[src/rtl/trap_controller_if.sv]
// ============================================================================
// Module  : trap_controller_if
// Brief   : Trap request, redirect and CSR access bundle for trap_controller.
// Revision: 1.0
// ============================================================================
`default_nettype none
`timescale 1ns/1ps

interface trap_controller_if;
    logic        req_valid;
    logic        req_mode;
    logic [31:0] req_cause;
    logic [31:0] req_pc;
    logic [31:0] req_tval;
    logic        req_ready;
    logic        redir_valid;
    logic [31:0] redir_addr;
    logic        flush_all;
    logic        csr_re;
    logic        csr_we;
    logic [11:0] csr_addr;
    logic [31:0] csr_wdata;
    logic [31:0] csr_rdata;
    logic        csr_illegal;
    logic        mstatus_mie;

    modport master (
        output req_valid, req_mode, req_cause, req_pc, req_tval,
        output csr_re, csr_we, csr_addr, csr_wdata,
        input  req_ready, redir_valid, redir_addr, flush_all,
        input  csr_rdata, csr_illegal, mstatus_mie
    );

    modport slave (
        input  req_valid, req_mode, req_cause, req_pc, req_tval,
        input  csr_re, csr_we, csr_addr, csr_wdata,
        output req_ready, redir_valid, redir_addr, flush_all,
        output csr_rdata, csr_illegal, mstatus_mie
    );
endinterface

`default_nettype wire

[src/rtl/trap_controller.sv]
// ============================================================================
// Module  : trap_controller
// Brief   : Machine-mode trap entry/return, trap CSRs, PC redirect and flush drain.
// Revision: 1.0
// ============================================================================
`default_nettype none
`timescale 1ns/1ps

module trap_controller #(
    parameter logic [31:0] RESET_MTVEC  = 32'h0000_0100,
    parameter int unsigned DRAIN_CYCLES = 2,
    parameter bit          VECTORED_EN  = 1'b1
) (
    input  wire logic        clk,
    input  wire logic        rst,
    trap_controller_if.slave bus
);

    localparam logic [11:0] c_ADDR_MSTATUS = 12'h300;
    localparam logic [11:0] c_ADDR_MTVEC   = 12'h305;
    localparam logic [11:0] c_ADDR_MEPC    = 12'h341;
    localparam logic [11:0] c_ADDR_MCAUSE  = 12'h342;
    localparam logic [11:0] c_ADDR_MTVAL   = 12'h343;
    localparam logic [3:0]  c_DRAIN_LOAD   = 4'(DRAIN_CYCLES - 1);
    localparam logic        c_RESET_MODE   = VECTORED_EN && (RESET_MTVEC[1:0] == 2'b01);

    typedef enum logic [1:0] {
        ST_IDLE     = 2'd0,
        ST_REDIRECT = 2'd1,
        ST_DRAIN    = 2'd2
    } state_t;

    state_t      r_state;
    logic [3:0]  r_cnt;
    logic        r_redir_valid;
    logic [31:0] r_redir_addr;
    logic        r_flush;

    logic        r_mie;
    logic        r_mpie;
    logic [29:0] r_mtvec_base;
    logic        r_mtvec_mode;
    logic [31:0] r_mepc;
    logic [31:0] r_mcause;
    logic [31:0] r_mtval;

    logic        w_vec_ok;
    logic        w_accept;
    logic        w_enter;
    logic        w_return;
    logic [31:0] w_enter_target;
    logic [31:0] w_mstatus;
    logic        w_hit_mstatus;
    logic        w_hit_mtvec;
    logic        w_hit_mepc;
    logic        w_hit_mcause;
    logic        w_hit_mtval;
    logic        w_known;
    logic [31:0] w_rdata;

    generate
        if (VECTORED_EN) begin : g_vectored
            assign w_vec_ok = 1'b1;
        end else begin : g_direct_only
            assign w_vec_ok = 1'b0;
        end
    endgenerate

    assign w_accept = bus.req_valid && (r_state == ST_IDLE);
    assign w_enter  = w_accept && !bus.req_mode;
    assign w_return = w_accept &&  bus.req_mode;

    // Vectored mode only offsets interrupts; exceptions always land on BASE.
    assign w_enter_target = (r_mtvec_mode && bus.req_cause[31])
                          ? {r_mtvec_base, 2'b00} + {bus.req_cause[29:0], 2'b00}
                          : {r_mtvec_base, 2'b00};

    assign w_mstatus = {19'd0, 2'b11, 3'd0, r_mpie, 3'd0, r_mie, 3'd0};

    assign w_hit_mstatus = (bus.csr_addr == c_ADDR_MSTATUS);
    assign w_hit_mtvec   = (bus.csr_addr == c_ADDR_MTVEC);
    assign w_hit_mepc    = (bus.csr_addr == c_ADDR_MEPC);
    assign w_hit_mcause  = (bus.csr_addr == c_ADDR_MCAUSE);
    assign w_hit_mtval   = (bus.csr_addr == c_ADDR_MTVAL);
    assign w_known       = w_hit_mstatus | w_hit_mtvec | w_hit_mepc | w_hit_mcause | w_hit_mtval;

    always_comb begin
        w_rdata = 32'd0;
        if (bus.csr_re) begin
            unique case (1'b1)
                w_hit_mstatus: w_rdata = w_mstatus;
                w_hit_mtvec:   w_rdata = {r_mtvec_base, 1'b0, r_mtvec_mode};
                w_hit_mepc:    w_rdata = r_mepc;
                w_hit_mcause:  w_rdata = r_mcause;
                w_hit_mtval:   w_rdata = r_mtval;
                default:       w_rdata = 32'd0;
            endcase
        end
    end

    assign bus.csr_rdata   = w_rdata;
    assign bus.csr_illegal = (bus.csr_re || bus.csr_we) && !w_known;
    assign bus.req_ready   = (r_state == ST_IDLE);
    assign bus.redir_valid = r_redir_valid;
    assign bus.redir_addr  = r_redir_addr;
    assign bus.flush_all   = r_flush;
    assign bus.mstatus_mie = r_mie;

    always_ff @(posedge clk or posedge rst) begin
        if (rst) begin
            r_state       <= ST_IDLE;
            r_cnt         <= 4'd0;
            r_redir_valid <= 1'b0;
            r_redir_addr  <= 32'd0;
            r_flush       <= 1'b0;
        end else begin
            unique case (r_state)
                ST_IDLE: begin
                    if (w_accept) begin
                        r_state       <= ST_REDIRECT;
                        r_redir_valid <= 1'b1;
                        r_flush       <= 1'b1;
                        r_redir_addr  <= bus.req_mode ? r_mepc : w_enter_target;
                    end
                end
                ST_REDIRECT: begin
                    r_state       <= ST_DRAIN;
                    r_redir_valid <= 1'b0;
                    r_cnt         <= c_DRAIN_LOAD;
                end
                ST_DRAIN: begin
                    if (r_cnt == 4'd0) begin
                        r_state <= ST_IDLE;
                        r_flush <= 1'b0;
                    end else begin
                        r_cnt <= r_cnt - 4'd1;
                    end
                end
                default: begin
                    r_state       <= ST_IDLE;
                    r_redir_valid <= 1'b0;
                    r_flush       <= 1'b0;
                end
            endcase
        end
    end

    // Trap updates are assigned after the CSR writes so they take priority.
    always_ff @(posedge clk or posedge rst) begin
        if (rst) begin
            r_mie        <= 1'b0;
            r_mpie       <= 1'b0;
            r_mtvec_base <= RESET_MTVEC[31:2];
            r_mtvec_mode <= c_RESET_MODE;
            r_mepc       <= 32'd0;
            r_mcause     <= 32'd0;
            r_mtval      <= 32'd0;
        end else begin
            if (bus.csr_we && w_hit_mstatus) begin
                r_mie  <= bus.csr_wdata[3];
                r_mpie <= bus.csr_wdata[7];
            end
            if (bus.csr_we && w_hit_mtvec) begin
                r_mtvec_base <= bus.csr_wdata[31:2];
                r_mtvec_mode <= w_vec_ok && (bus.csr_wdata[1:0] == 2'b01);
            end
            if (bus.csr_we && w_hit_mepc)   r_mepc   <= {bus.csr_wdata[31:2], 2'b00};
            if (bus.csr_we && w_hit_mcause) r_mcause <= bus.csr_wdata;
            if (bus.csr_we && w_hit_mtval)  r_mtval  <= bus.csr_wdata;

            if (w_enter) begin
                r_mepc   <= {bus.req_pc[31:2], 2'b00};
                r_mcause <= bus.req_cause;
                r_mtval  <= bus.req_tval;
                r_mpie   <= r_mie;
                r_mie    <= 1'b0;
            end else if (w_return) begin
                r_mie  <= r_mpie;
                r_mpie <= 1'b1;
            end
        end
    end

endmodule

`default_nettype wire

[src/flat_wrapper.sv]
// flat-port wrapper written by rule: the top's interface ports become plain ports
module trap_controller_flat 
#(
    parameter logic [31:0] RESET_MTVEC  = 32'h0000_0100,
    parameter int unsigned DRAIN_CYCLES = 2,
    parameter bit          VECTORED_EN  = 1'b1
)
  (clk, rst, bus_req_valid, bus_req_mode, bus_req_cause, bus_req_pc, bus_req_tval, bus_csr_re, bus_csr_we, bus_csr_addr, bus_csr_wdata, bus_req_ready, bus_redir_valid, bus_redir_addr, bus_flush_all, bus_csr_rdata, bus_csr_illegal, bus_mstatus_mie);
  trap_controller_if bus_i ();
  input  wire logic clk;
  input  wire logic rst;
  input wire logic [$bits(bus_i.req_valid)-1:0] bus_req_valid;
  input wire logic [$bits(bus_i.req_mode)-1:0] bus_req_mode;
  input wire logic [$bits(bus_i.req_cause)-1:0] bus_req_cause;
  input wire logic [$bits(bus_i.req_pc)-1:0] bus_req_pc;
  input wire logic [$bits(bus_i.req_tval)-1:0] bus_req_tval;
  input wire logic [$bits(bus_i.csr_re)-1:0] bus_csr_re;
  input wire logic [$bits(bus_i.csr_we)-1:0] bus_csr_we;
  input wire logic [$bits(bus_i.csr_addr)-1:0] bus_csr_addr;
  input wire logic [$bits(bus_i.csr_wdata)-1:0] bus_csr_wdata;
  output wire logic [$bits(bus_i.req_ready)-1:0] bus_req_ready;
  output wire logic [$bits(bus_i.redir_valid)-1:0] bus_redir_valid;
  output wire logic [$bits(bus_i.redir_addr)-1:0] bus_redir_addr;
  output wire logic [$bits(bus_i.flush_all)-1:0] bus_flush_all;
  output wire logic [$bits(bus_i.csr_rdata)-1:0] bus_csr_rdata;
  output wire logic [$bits(bus_i.csr_illegal)-1:0] bus_csr_illegal;
  output wire logic [$bits(bus_i.mstatus_mie)-1:0] bus_mstatus_mie;
  assign bus_i.req_valid = bus_req_valid;
  assign bus_i.req_mode = bus_req_mode;
  assign bus_i.req_cause = bus_req_cause;
  assign bus_i.req_pc = bus_req_pc;
  assign bus_i.req_tval = bus_req_tval;
  assign bus_i.csr_re = bus_csr_re;
  assign bus_i.csr_we = bus_csr_we;
  assign bus_i.csr_addr = bus_csr_addr;
  assign bus_i.csr_wdata = bus_csr_wdata;
  assign bus_req_ready = bus_i.req_ready;
  assign bus_redir_valid = bus_i.redir_valid;
  assign bus_redir_addr = bus_i.redir_addr;
  assign bus_flush_all = bus_i.flush_all;
  assign bus_csr_rdata = bus_i.csr_rdata;
  assign bus_csr_illegal = bus_i.csr_illegal;
  assign bus_mstatus_mie = bus_i.mstatus_mie;
  trap_controller #(.RESET_MTVEC(RESET_MTVEC), .DRAIN_CYCLES(DRAIN_CYCLES), .VECTORED_EN(VECTORED_EN)) u_core (.clk(clk), .rst(rst), .bus(bus_i));
endmodule
[config.mk]
export PLATFORM = sky130hd
export DESIGN_NAME = trap_controller_flat
export DESIGN_NICKNAME = d
export VERILOG_FILES = /design/src/rtl/trap_controller_if.sv /design/src/rtl/trap_controller.sv /design/src/flat_wrapper.sv
export SDC_FILE = /design/constraint.sdc
export NUM_CORES = 1
export LEC_CHECK = 0
export CAP_MARGIN = 5
export CORE_ASPECT_RATIO = 1.4
export CORE_MARGIN = 2
export CORE_UTILIZATION = 40
export CTS_BUF_LIST = sky130_fd_sc_hd__clkbuf_2 sky130_fd_sc_hd__clkbuf_4 sky130_fd_sc_hd__clkbuf_8
export CTS_CLUSTER_DIAMETER = 30
export DETAILED_ROUTE_END_ITERATION = 6
export GPL_ROUTABILITY_DRIVEN = 0
export MAX_ROUTING_LAYER = met4
export PLACE_DENSITY = 0.66
export SYNTH_ARGS = -nofsm -noshare
export SYNTH_HDL_FRONTEND = slang
export SYNTH_SLANG_ARGS = --single-unit
[constraint.sdc]
create_clock -name clk -period 6.7 [get_ports clk]
set_clock_uncertainty 0.2 [all_clocks]
set_input_delay 0.67 -clock clk [delete_from_list [all_inputs] [get_ports clk]]
set_output_delay 0.67 -clock clk [all_outputs]
set_load 0.03 [all_outputs]
# Word-level counts from Yosys, hierarchy flattened

Index checks and enable logic that the tools add are counted.
Widths: inputs -> output; s select.

Bitwise gates (word level): 6
Mux-type cells: 25
Reduce and logical (&&, ||, !) cells: 25
$add $sub $neg: 2
Eq/ne operators: 11

Operators by type and width:

| operator             | count |
|---|---|
| $mux 32              | 9 |
| $pmux 32 s5          | 1 |
| $eq 12x10->1 const B | 5 |
| $add 32x32->32       | 1 |
| $logic_and 1x1->1    | 10 |
| $mux 1               | 8 |
| $pmux 4 s2           | 1 |
| $reduce_and 2->1     | 4 |
| $reduce_bool 2->1    | 4 |
| $pmux 2 s3           | 1 |
| $eq 2x1->1 const B   | 2 |
| $logic_not 4->1      | 1 |
| $mux 2               | 2 |
| $mux 4               | 1 |
| $ne 2x1->1 const B   | 2 |
| $or 1x1->1           | 4 |
| $sub 4x1->4 const B  | 1 |
| $pmux 1 s3           | 1 |
| $reduce_and 3->1     | 1 |
| $reduce_bool 3->1    | 1 |
| $eq 2x2->1 const B   | 1 |
| $logic_not 1->1      | 2 |
| $logic_not 2->1      | 1 |
| $ne 2x2->1 const B   | 1 |
| 3 further kinds      | 4 |

Output and inout port bits: 69
Register bits after elaboration: 169
Input port bits: 146
Logic and storage cells: 81

# Longest topological paths before layout

Gate-level depths: netlist of run 1.

Depth after elaboration: 7
Gate-level depth with buffers: 11
Gate-level depth less buffers: 11

# Worst setup path after synthesis of run 1

Ideal clock, no wire load.

Kind: input to output
From: input bus_csr_addr[3]
To: output bus_csr_rdata[11]
Slack: 3.268 ns
Required time: 5.830 ns
Stages: 7
Path buffers: 1
Data arrival time: 2.562 ns
Path through: nor4_1 > nand2_1 > nor3_1 > nor4_1 > nand2b_1 > clkbuf_1 > a21oi_1

Word-level cells in the longest chain between the ends: 3
Elaborated cells on any way between the ends: 7
Those cells by class: eq/ne: 5; mux: 2

Ends and longest elaborated chain:

| item                            | line                  | text |
|---|---|---|
| start: declaration              | flat_wrapper.sv:19    | `input wire logic [$bits(bus_i.csr_addr)-1:0] bus_csr_addr;` |
| $eq 12x10->1 (on tied branches) | --                    |  |
| $pmux 32 s5 *                   | trap_controller.sv:90 | `unique case (1'b1)` |
| $mux 32 *                       | trap_controller.sv:89 | `if (bus.csr_re) begin` |
| end: declaration                | flat_wrapper.sv:25    | `output wire logic [$bits(bus_i.csr_rdata)-1:0] bus_csr_rdata;` |

Every way passes the cells marked *; elsewhere a longest branch is shown, timed or not.

# Worst setup path in the final report of run 1

From: input bus_csr_addr[3]
To: output bus_csr_rdata[12]

The elaborated chain is that of the path after synthesis.

==> results of run 1 <==
[report_power, final]
part           switching [µW]  internal [µW]
Combinational             762            557
Sequential                257           1390
Clock                     414            320
[cell usage in the layout, fill, tap and decap left out, drive strengths merged, types with 10 or more instances in the layout]
cell             n
xor2            10
a222oi          26
mux2            58
a211oi          13
clkdlybuf4s50  208
inv             22
o21ai          136
buf             18
xnor2           11
a21oi          161
a21o            18
dfrtp          164
nor3            12
nor2            66
nand2          179
and2            37
clkbuf          19
ha              30
[registers in the layout (all words and copies together), names as in the netlist]
signal,cells
u_core.r_mcause,32
u_core.r_mtval,32
u_core.bus.redir_addr,30
u_core.r_mepc,30
u_core.r_mtvec_base,30
u_core.r_cnt,4
u_core.r_state,2
u_core.bus.flush_all,1
u_core.bus.mstatus_mie,1
u_core.bus.redir_valid,1
u_core.r_mpie,1
u_core.r_mtvec_mode,1
[final timing paths]
check	from	to	slack (ns)	cells after the start
max	bus_csr_addr[3]	bus_csr_rdata[12]	1.67	10
min	u_core.r_mtval[20]	u_core.r_mtval[20]	0.28	2
max reg2reg	u_core.r_state[0]	u_core.bus.redir_addr[26]	3.10	8
min reg2reg	u_core.r_mtval[20]	u_core.r_mtval[20]	0.28	2
max in group asynchronous	rst	u_core.r_mtval[30]	4.68	3
min in group asynchronous	rst	u_core.r_mtval[10]	0.38	2
[per-layer routing]
layer	routed length [µm]	global-route usage (%)	up-vias
li1	-	-	4354
met2	15800	42.9	319
met4	886	9.50	0
met5	0	-	-
met3	1720	3.47	54
met1	13100	31.3	4359
[tightest hold or removal path, delay by kind of cell (launching register included)]
family / cells / cell delay, ns
AOI/OAI and AO/OA: 1 / 0.06
DFF: 1 / 0.35
and+or+nand+nor: 1 / 0.05
[kinds of logic (layout without fill, tap and decap cells)]
group / Yosys count / in the layout / share of synthesized area (%)
buf+inv: 95 / 274 / 3.99
simple gates: 332 / 332 / 15.2
flops: 165 / 165 / 42.5
compound gates: 408 / 408 / 25.1
fa+ha+maj: 31 / 31 / 4.07
xor+xnor: 21 / 21 / 1.89
mux: 63 / 63 / 7.23
other cells: 1 / 2 / 0.0386
[cell type report]
class | instances | area, µm²
fillers | 2286 | 11400
multi-input cells | 857 | 5280
flip-flops and latches | 165 | 4130
repair buffers | 226 | 2210
well taps | 310 | 388
clock buffers | 19 | 255
clock inverters | 13 | 138
inverters | 16 | 65.1
[stage by stage]
step	area, µm²	std cells
6_report	12500	1606
3_5_place_dp	12100	1574
4_1_cts	12500	1606
5_1_grt	12500	1606
2_1_floorplan	9730	1117
3_3_place_gp	12100	1574
==> results_dict.tcl, run 1 <==
set metrics [dict create \
    die_w_um 136 \
    start_kind "input port" \
    fp-row-count 67 \
    ys_seq_area_share_pct 42.5 \
    grt_overflow_total 0 \
    crit_slowest_cell "clkdlybuf4s50_1" \
    grtUsageTotal_pct 25.6 \
    synthFlopType "dfrtp_1" \
    power_density_nw_per_um2 297 \
    postCtsHoldBufs 0 \
    ioPinCount 215 \
    fin_tns_setup_ns 0 \
    synth_edf_count 0 \
    path_class "in2out" \
    ant_nets 0 \
    cts_resized 0 \
    hp-class "reg2reg" \
    root_buffer "clkbuf_8" \
    numCtsBuffers 17 \
    worstMarginPinSlew_ns 1.10 \
    path_max_fanout 33 \
    grt_max_degree 66 \
    status "completed" \
    start_util_pct 40.7 \
    cts_num_sinks 165 \
    die_area_um2 25600 \
    critPathBufInv 4 \
    drive_gt1_share_pct 9.88 \
    clk_pin_slew_ns 0.10 \
    relSlewSlack_pct 26.5 \
    post_cts_buffers 0 \
    hold_violations 0 \
    grt_pass1_wl_um 49400 \
    crit_chain "clkdlybuf4s50_1 -> nor4_1 -> nand2_1 -> nor2_2 -> buf_4 -> nor4_1 -> nand2b_1 -> buf_4 -> a21oi_1 -> clkdlybuf4s50_1" \
    post-synth-top-count-cell "nand2_1" \
    end_kind "output pin" \
    wire_per_inst_um 19.6 \
    yosysUniqueCellTypes 65 \
    vias 9086 \
    fin_util_pct 52.2 \
    total_power_uw 3700 \
    arrival_ns 4.16 \
    rsz0062_at_grt "false" \
    drc 0 \
    drtIter0Drc 697 \
    drtPass1Iterations 7 \
    clock.fmax_ghz 0.199 \
    diodes 0 \
    wirelength_um 31400 \
    synth-async-reset-ratio_pct 100 \
    dp_hpwl_um 21600 \
    htreeDepth 4 \
    ir_worst_vdd_uv 183 \
    io_buffer_count 210 \
    holdWs_ns 0.283 \
    grt_pass1_vias 9158 \
    synth_area_leaders "dfrtp_1, a21oi_1, nand2_1, o21ai_0, mux2_2" \
    finalNetCount 1460 \
    synth_top_area_share_pct 42.2 \
    layout_min_cycle_time_ns 5.03 \
    clk_path_buf_depth 2 \
    syn_inst 1116 \
    slew_violations 0 \
    final-setup-viol-count 0 \
    required_ns 5.83 \
    clock_latency_ns 0.48 \
    cp_top_family "buffers and inverters" \
    cap_violations 0 \
    yosys-top-cells-count "nand2_1, dfrtp_1, a21oi_1" \
    fin_crit_sh_pct 75.1 \
    yosys_warnings 0 \
    post-place-ws_ns 1.63 \
    antenna_found_initial 0 \
    avgViaCountPerCell 5.66 \
    cts_tree "done" \
    core-area_um2 23900 \
    syn_avg_cell_area_um2 8.71 \
    leakagePower_uw 0.00537 \
    max_stage_delay_ns 0.70 \
    die_h_um 188 \
    setup_ws_ns 1.67 \
    synthToLayoutAreaGrowth_pct 28.2 \
    syn_area_um2 9720 \
    synth.largest_area_cell "dfrtp_1" \
    synth-seq-cells 165 \
]
Note: power is estimated with default switching activity, not from simulation.
==> inputs of run 2 (changes only) <==
==> constraint.sdc (replaced) <==
create_clock -name clk -period 5 [get_ports clk]
set_clock_uncertainty 0.2 [all_clocks]
set_input_delay 0.5 -clock clk [delete_from_list [all_inputs] [get_ports clk]]
set_output_delay 0.5 -clock clk [all_outputs]
set_load 0.03 [all_outputs]
==> results_dict.tcl, run 2 (synthesis gave the netlist of run 1 again) <==
set metrics [dict create \
    cts_tree "done" \
    grtUsageTotal_pct 26.2 \
    fin_tns_setup_ns 0 \
    clock.fmax_ghz 0.258 \
    wirelength_um 32000 \
    root_buffer "clkbuf_8" \
    grt_pass1_vias 9332 \
    reg2reg_to "u_core.bus.redir_addr[30]" \
    fin_crit_sh_pct 77.6 \
    core-area_um2 23900 \
    relSlewSlack_pct 25.9 \
    drtPass1Iterations 6 \
    vias 9228 \
    reg2reg_depth 11 \
    numCtsBuffers 17 \
    hp-class "in2async" \
    drc 0 \
    num-fill-cells 2280 \
    final-setup-viol-count 0 \
    htreeDepth 4 \
    clk_pin_slew_ns 0.10 \
    fp-row-count 67 \
    grt_pass1_wl_um 50500 \
    die_area_um2 25600 \
    start_util_pct 40.7 \
    cp_top_family "buffers and inverters" \
    slew_violations 0 \
    seqCellArea_um2 4130 \
    ant_nets 0 \
    crit_chain "clkdlybuf4s50_1 -> nor2_1 -> nand2_1 -> nor2_1 -> buf_4 -> nor4_1 -> nand2b_1 -> buf_4 -> nor2_1 -> buf_12" \
    cap_violations 0 \
    path_max_fanout 20 \
    worstMarginPinSlew_ns 1.11 \
    ioPinCount 215 \
    post_cts_buffers 0 \
    grt_overflow_total 0 \
    antenna_found_initial 0 \
    clock_latency_ns 0.48 \
    avgViaCountPerCell 5.74 \
    synthToLayoutAreaGrowth_pct 29.9 \
    io_buffer_count 210 \
    fin_util_pct 52.9 \
    drtIter0Drc 680 \
    rsz0062_at_grt "false" \
    placed_cells 1574 \
    drive_gt1_share_pct 12.3 \
    layout_min_cycle_time_ns 3.88 \
    dp_hpwl_um 21600 \
    r2r_start "u_core.r_mtvec_base[0]" \
    finalNetCount 1460 \
    die_h_um 188 \
    die_w_um 136 \
    postCtsHoldBufs 0 \
    cts_resized 0 \
    power_density_nw_per_um2 399 \
    multiInputGateArea_um2 5280 \
    cts_num_sinks 165 \
    arrival_ns 3.18 \
    ir_worst_vdd_uv 249 \
    grt_max_degree 135 \
    reg_top3 "u_core.r_mcause: 32 flops, u_core.r_mtval: 32 flops" \
    crit_top_cell "nor2_1" \
    fin_cells 1607 \
    leakagePower_uw 0.00550 \
    critPathBufInv 4 \
    hold_violations 0 \
    end_kind "output pin" \
    required_ns 4.30 \
    max_stage_delay_ns 0.65 \
    status "completed" \
    start_kind "input port" \
    clk_path_buf_depth 2 \
    path_class "in2out" \
    crit_slowest_cell "nand2b_1" \
    layout_commonest_cell "nand2_1" \
    wire_per_inst_um 19.9 \
    r2r_slack_ns 1.57 \
    final_cell_mix "nand2_1, clkdlybuf4s50_1, dfrtp_1" \
]
-- run 2: cell types whose count changed in the layout (fill, tap and decap cells not counted) --
cell             before  now
clkdlybuf4s50_1     208  176
buf_12                0   17
buf_4                16   31
inv_6                 5    1
bufinv_16             1    3
clkinv_4              4    6
clkbuf_4              1    2
clkbuf_8             18   17
clkinv_2              0    1
diode_2               0    1
inv_8                 2    1
-- run 2: how the worst max path moves through the flow --
| stage | slack (ns) | start | end | cells after the start |
|---|---|---|---|---|
| after floorplan | 1.91 | bus_csr_addr[3] | bus_csr_rdata[11] | 7 |
| after detailed placement | 1.04 | bus_req_cause[0] | u_core.bus.redir_addr[30] | 12 |
| after global routing | 0.97 | bus_csr_addr[9] | bus_csr_rdata[11] | 11 |
| after global placement | 1.11 | bus_req_cause[0] | u_core.bus.redir_addr[30] | 12 |
| after CTS | 1.12 | bus_csr_addr[9] | bus_csr_rdata[11] | 11 |
| final | 1.12 | bus_csr_addr[2] | bus_csr_rdata[15] | 10 |
-- run 2: through the flow --
| stage | instance area (µm²) | power (µW) | hold slack (ns) | setup slack (ns) |
|---|---|---|---|---|
| final | 12600 | 5040 | 0.275 | 1.12 |
| after global routing | 12600 | 5380 | 0.313 | 0.974 |
| after CTS | 12600 | 5070 | 0.274 | 1.12 |
| after detailed placement | 12200 | 4000 | 0.267 | 1.04 |
| after global placement | 12200 | 3940 | 0.258 | 1.11 |
| after floorplan | 9730 | 3250 | 0.244 | 1.91 |
-- run 2: layout make-up --
type                    instances  area share, %
diodes                          1         0.0198
clock buffers                  19           1.97
clock inverters                13           1.39
inverters                      16          0.505
multi-input cells             857           41.8
flip-flops and latches        165           32.7
well taps                     310           3.07
repair buffers                226           18.6
-- run 2: layer usage --
| metal | track usage, % | up-vias | share of wire (%) |
|---|---|---|---|
| li1 | - | 4352 | - |
| met1 | 31.3 | 4476 | 41 |
| met2 | 44.8 | 336 | 51 |
| met3 | 3.85 | 64 | 5.5 |
| met4 | 9.38 | 0 | 2.8 |
| met5 | - | - | 0 |
-- run 2: power breakdown --
part,internal (µW),switching [µW]
clock network,513,560
registers,1860,352
logic,751,1010
total,3120,1920
==> inputs of run 3 (changes only) <==
==> constraint.sdc (replaced) <==
create_clock -name clk -period 3.62 [get_ports clk]
set_clock_uncertainty 0.2 [all_clocks]
set_input_delay 0.362 -clock clk [delete_from_list [all_inputs] [get_ports clk]]
set_output_delay 0.362 -clock clk [all_outputs]
set_load 0.03 [all_outputs]
==> results_dict.tcl, run 3 (synthesis gave the netlist of run 1 again) <==
set metrics [dict create \
    pwr-share-clk_pct 22.4 \
    grt_overflow_total 0 \
    clk_pin_slew_ns 0.10 \
    drive_gt1_share_pct 14.2 \
    drc 1 \
    post_cts_buffers 0 \
    critical_path_depth 11 \
    path_class "reg2reg" \
    slew_violations 0 \
    clock_latency_ns 0.47 \
    violations "design-rule violations" \
    grtUsageTotal_pct 25.5 \
    switching_power_uw 2650 \
    combPwrFrac_pct 34.8 \
    layout_min_cycle_time_ns 3.26 \
    power.internal_uw 4500 \
    stdcell_area_um2 12900 \
    leakagePower_uw 0.00567 \
    root_buffer "clkbuf_8" \
    vias 9219 \
    die_h_um 188 \
    reg_top3 "u_core.r_mcause: 32 flops, u_core.r_mtval: 32 flops" \
    crit_slowest_cell "a2111oi_0" \
    post-place-ws_ns -0.0539 \
    post_dp_cell_area_um2 12500 \
    arrival_ns 3.40 \
    reg2reg_depth 11 \
    required_ns 3.76 \
    die_area_um2 25600 \
    clk_path_buf_depth 2 \
    ioPinCount 215 \
    drtPass1Iterations 7 \
    cts_tree "done" \
    fin_tns_setup_ns 0 \
    rsz0062_at_grt "false" \
    power_density_nw_per_um2 553 \
    start_kind "register" \
    setup_ws_ns 0.358 \
    finalNetCount 1488 \
    critPathBufInv 0 \
    postCtsHoldBufs 0 \
    crit_top_cell "a21oi_1" \
    relSlewSlack_pct 29.1 \
    placed_cells 1602 \
    grt_pass1_vias 9070 \
    wirelength_um 31500 \
    holdWs_ns 0.154 \
    end_kind "register" \
    switching_share_pct 37.1 \
    wire_per_inst_um 19.3 \
    num-fill-cells 2236 \
    r2r_start "u_core.r_mtvec_base[0]" \
    grt_pass1_wl_um 49000 \
    fp-row-count 67 \
    synthToLayoutAreaGrowth_pct 32.9 \
    status "complete, but fails checks" \
    cts_resized 0 \
    fin_cells 1635 \
    avgViaCountPerCell 5.64 \
    worstMarginPinSlew_ns 1.06 \
    crit_chain "ha_1 -> fa_1 -> a21oi_1 -> nand4b_1 -> a211oi_1 -> or2_2 -> a21o_1 -> a21oi_1 -> nor3_1 -> a2111oi_0 -> o31ai_1" \
    io_buffer_count 210 \
    layout_commonest_cell "nand2_1" \
    seqPwrFrac_pct 42.8 \
    r2r_slack_ns 0.36 \
    die_w_um 136 \
    hp-class "in2async" \
    cp_top_family "compound AO/OA/AOI/OAI gates" \
    grt_max_degree 91 \
    drtIter0Drc 763 \
    cap_violations 0 \
    path_max_fanout 4 \
    final_cell_mix "nand2_1, clkdlybuf4s50_1, dfrtp_1" \
    max_stage_delay_ns 0.47 \
    hold_violations 0 \
    dp_hpwl_um 22800 \
    htreeDepth 4 \
    clock.fmax_ghz 0.307 \
    antenna_found_initial 1 \
    cts_num_sinks 165 \
    reg2reg_to "u_core.bus.redir_addr[14]" \
    numCtsBuffers 17 \
    start_util_pct 40.7 \
    core-area_um2 23900 \
    ant_nets 0 \
    final-setup-viol-count 0 \
    ir_worst_vdd_uv 315 \
    fin_crit_sh_pct 90.1 \
]
run 3: cell count changes in the layout (fill, tap and decap cells not counted), sizes merged:
cell / previous run / this run
inv: 17 / 19
bufinv: 3 / 5
clkinvlp: 2 / 3
buf: 50 / 78
clkinv: 7 / 2
run 3: worst max path at each step:
stage                           start                        end  slack (ns)
4_1_cts        u_core.r_mtvec_base[0]  u_core.bus.redir_addr[14]        0.33
2_1_floorplan  u_core.r_mtvec_base[0]  u_core.bus.redir_addr[18]        0.74
3_3_place_gp         bus_req_cause[0]  u_core.bus.redir_addr[30]       -0.05
3_5_place_dp         bus_req_cause[0]  u_core.bus.redir_addr[30]       -0.05
5_1_grt        u_core.r_mtvec_base[0]  u_core.bus.redir_addr[14]        0.20
6_report       u_core.r_mtvec_base[0]  u_core.bus.redir_addr[14]        0.36
run 3: tightest hold or removal path: cells and delay by family:
kind	cells	cell delay (ns)
buf+inv	3	0.90
run 3: metrics by stage:
stage	total power, µW	util [%]
floorplan	4490	-
global placement	5490	52.1
detailed placement	5570	52.1
CTS	7180	54.1
global route	7610	54.1
finish	7150	54.1
run 3: power groups by stage:
stage | clock (µW) | combinational [µW] | sequential, µW
floorplan | 0 | 1220 | 3270
global placement | 0 | 2430 | 3060
detailed placement | 0 | 2490 | 3090
CTS | 1630 | 2500 | 3050
global route | 1720 | 2740 | 3150
finish | 1610 | 2490 | 3060
run 3: area by class of cell:
| cell class | instances | area (µm²) | area share (%) |
|---|---|---|---|
| diodes | 1 | 2.50 | 0.0194 |
| clock buffers | 19 | 255 | 1.97 |
| clock inverters | 13 | 218 | 1.68 |
| inverters | 16 | 63.8 | 0.494 |
| multi-input cells | 857 | 5280 | 40.8 |
| flip-flops and latches | 165 | 4130 | 32.0 |
| well taps | 310 | 388 | 3.00 |
| repair buffers | 254 | 2590 | 20.1 |
run 3: per-layer routing:
metal	GRT usage [%]	vias to the layer above	part of all wire [%]
met5	-	-	0
met4	7.93	0	2.2
met3	3.44	49	6.0
met2	44.0	370	51
met1	30.7	4388	41
li1	-	4412	-
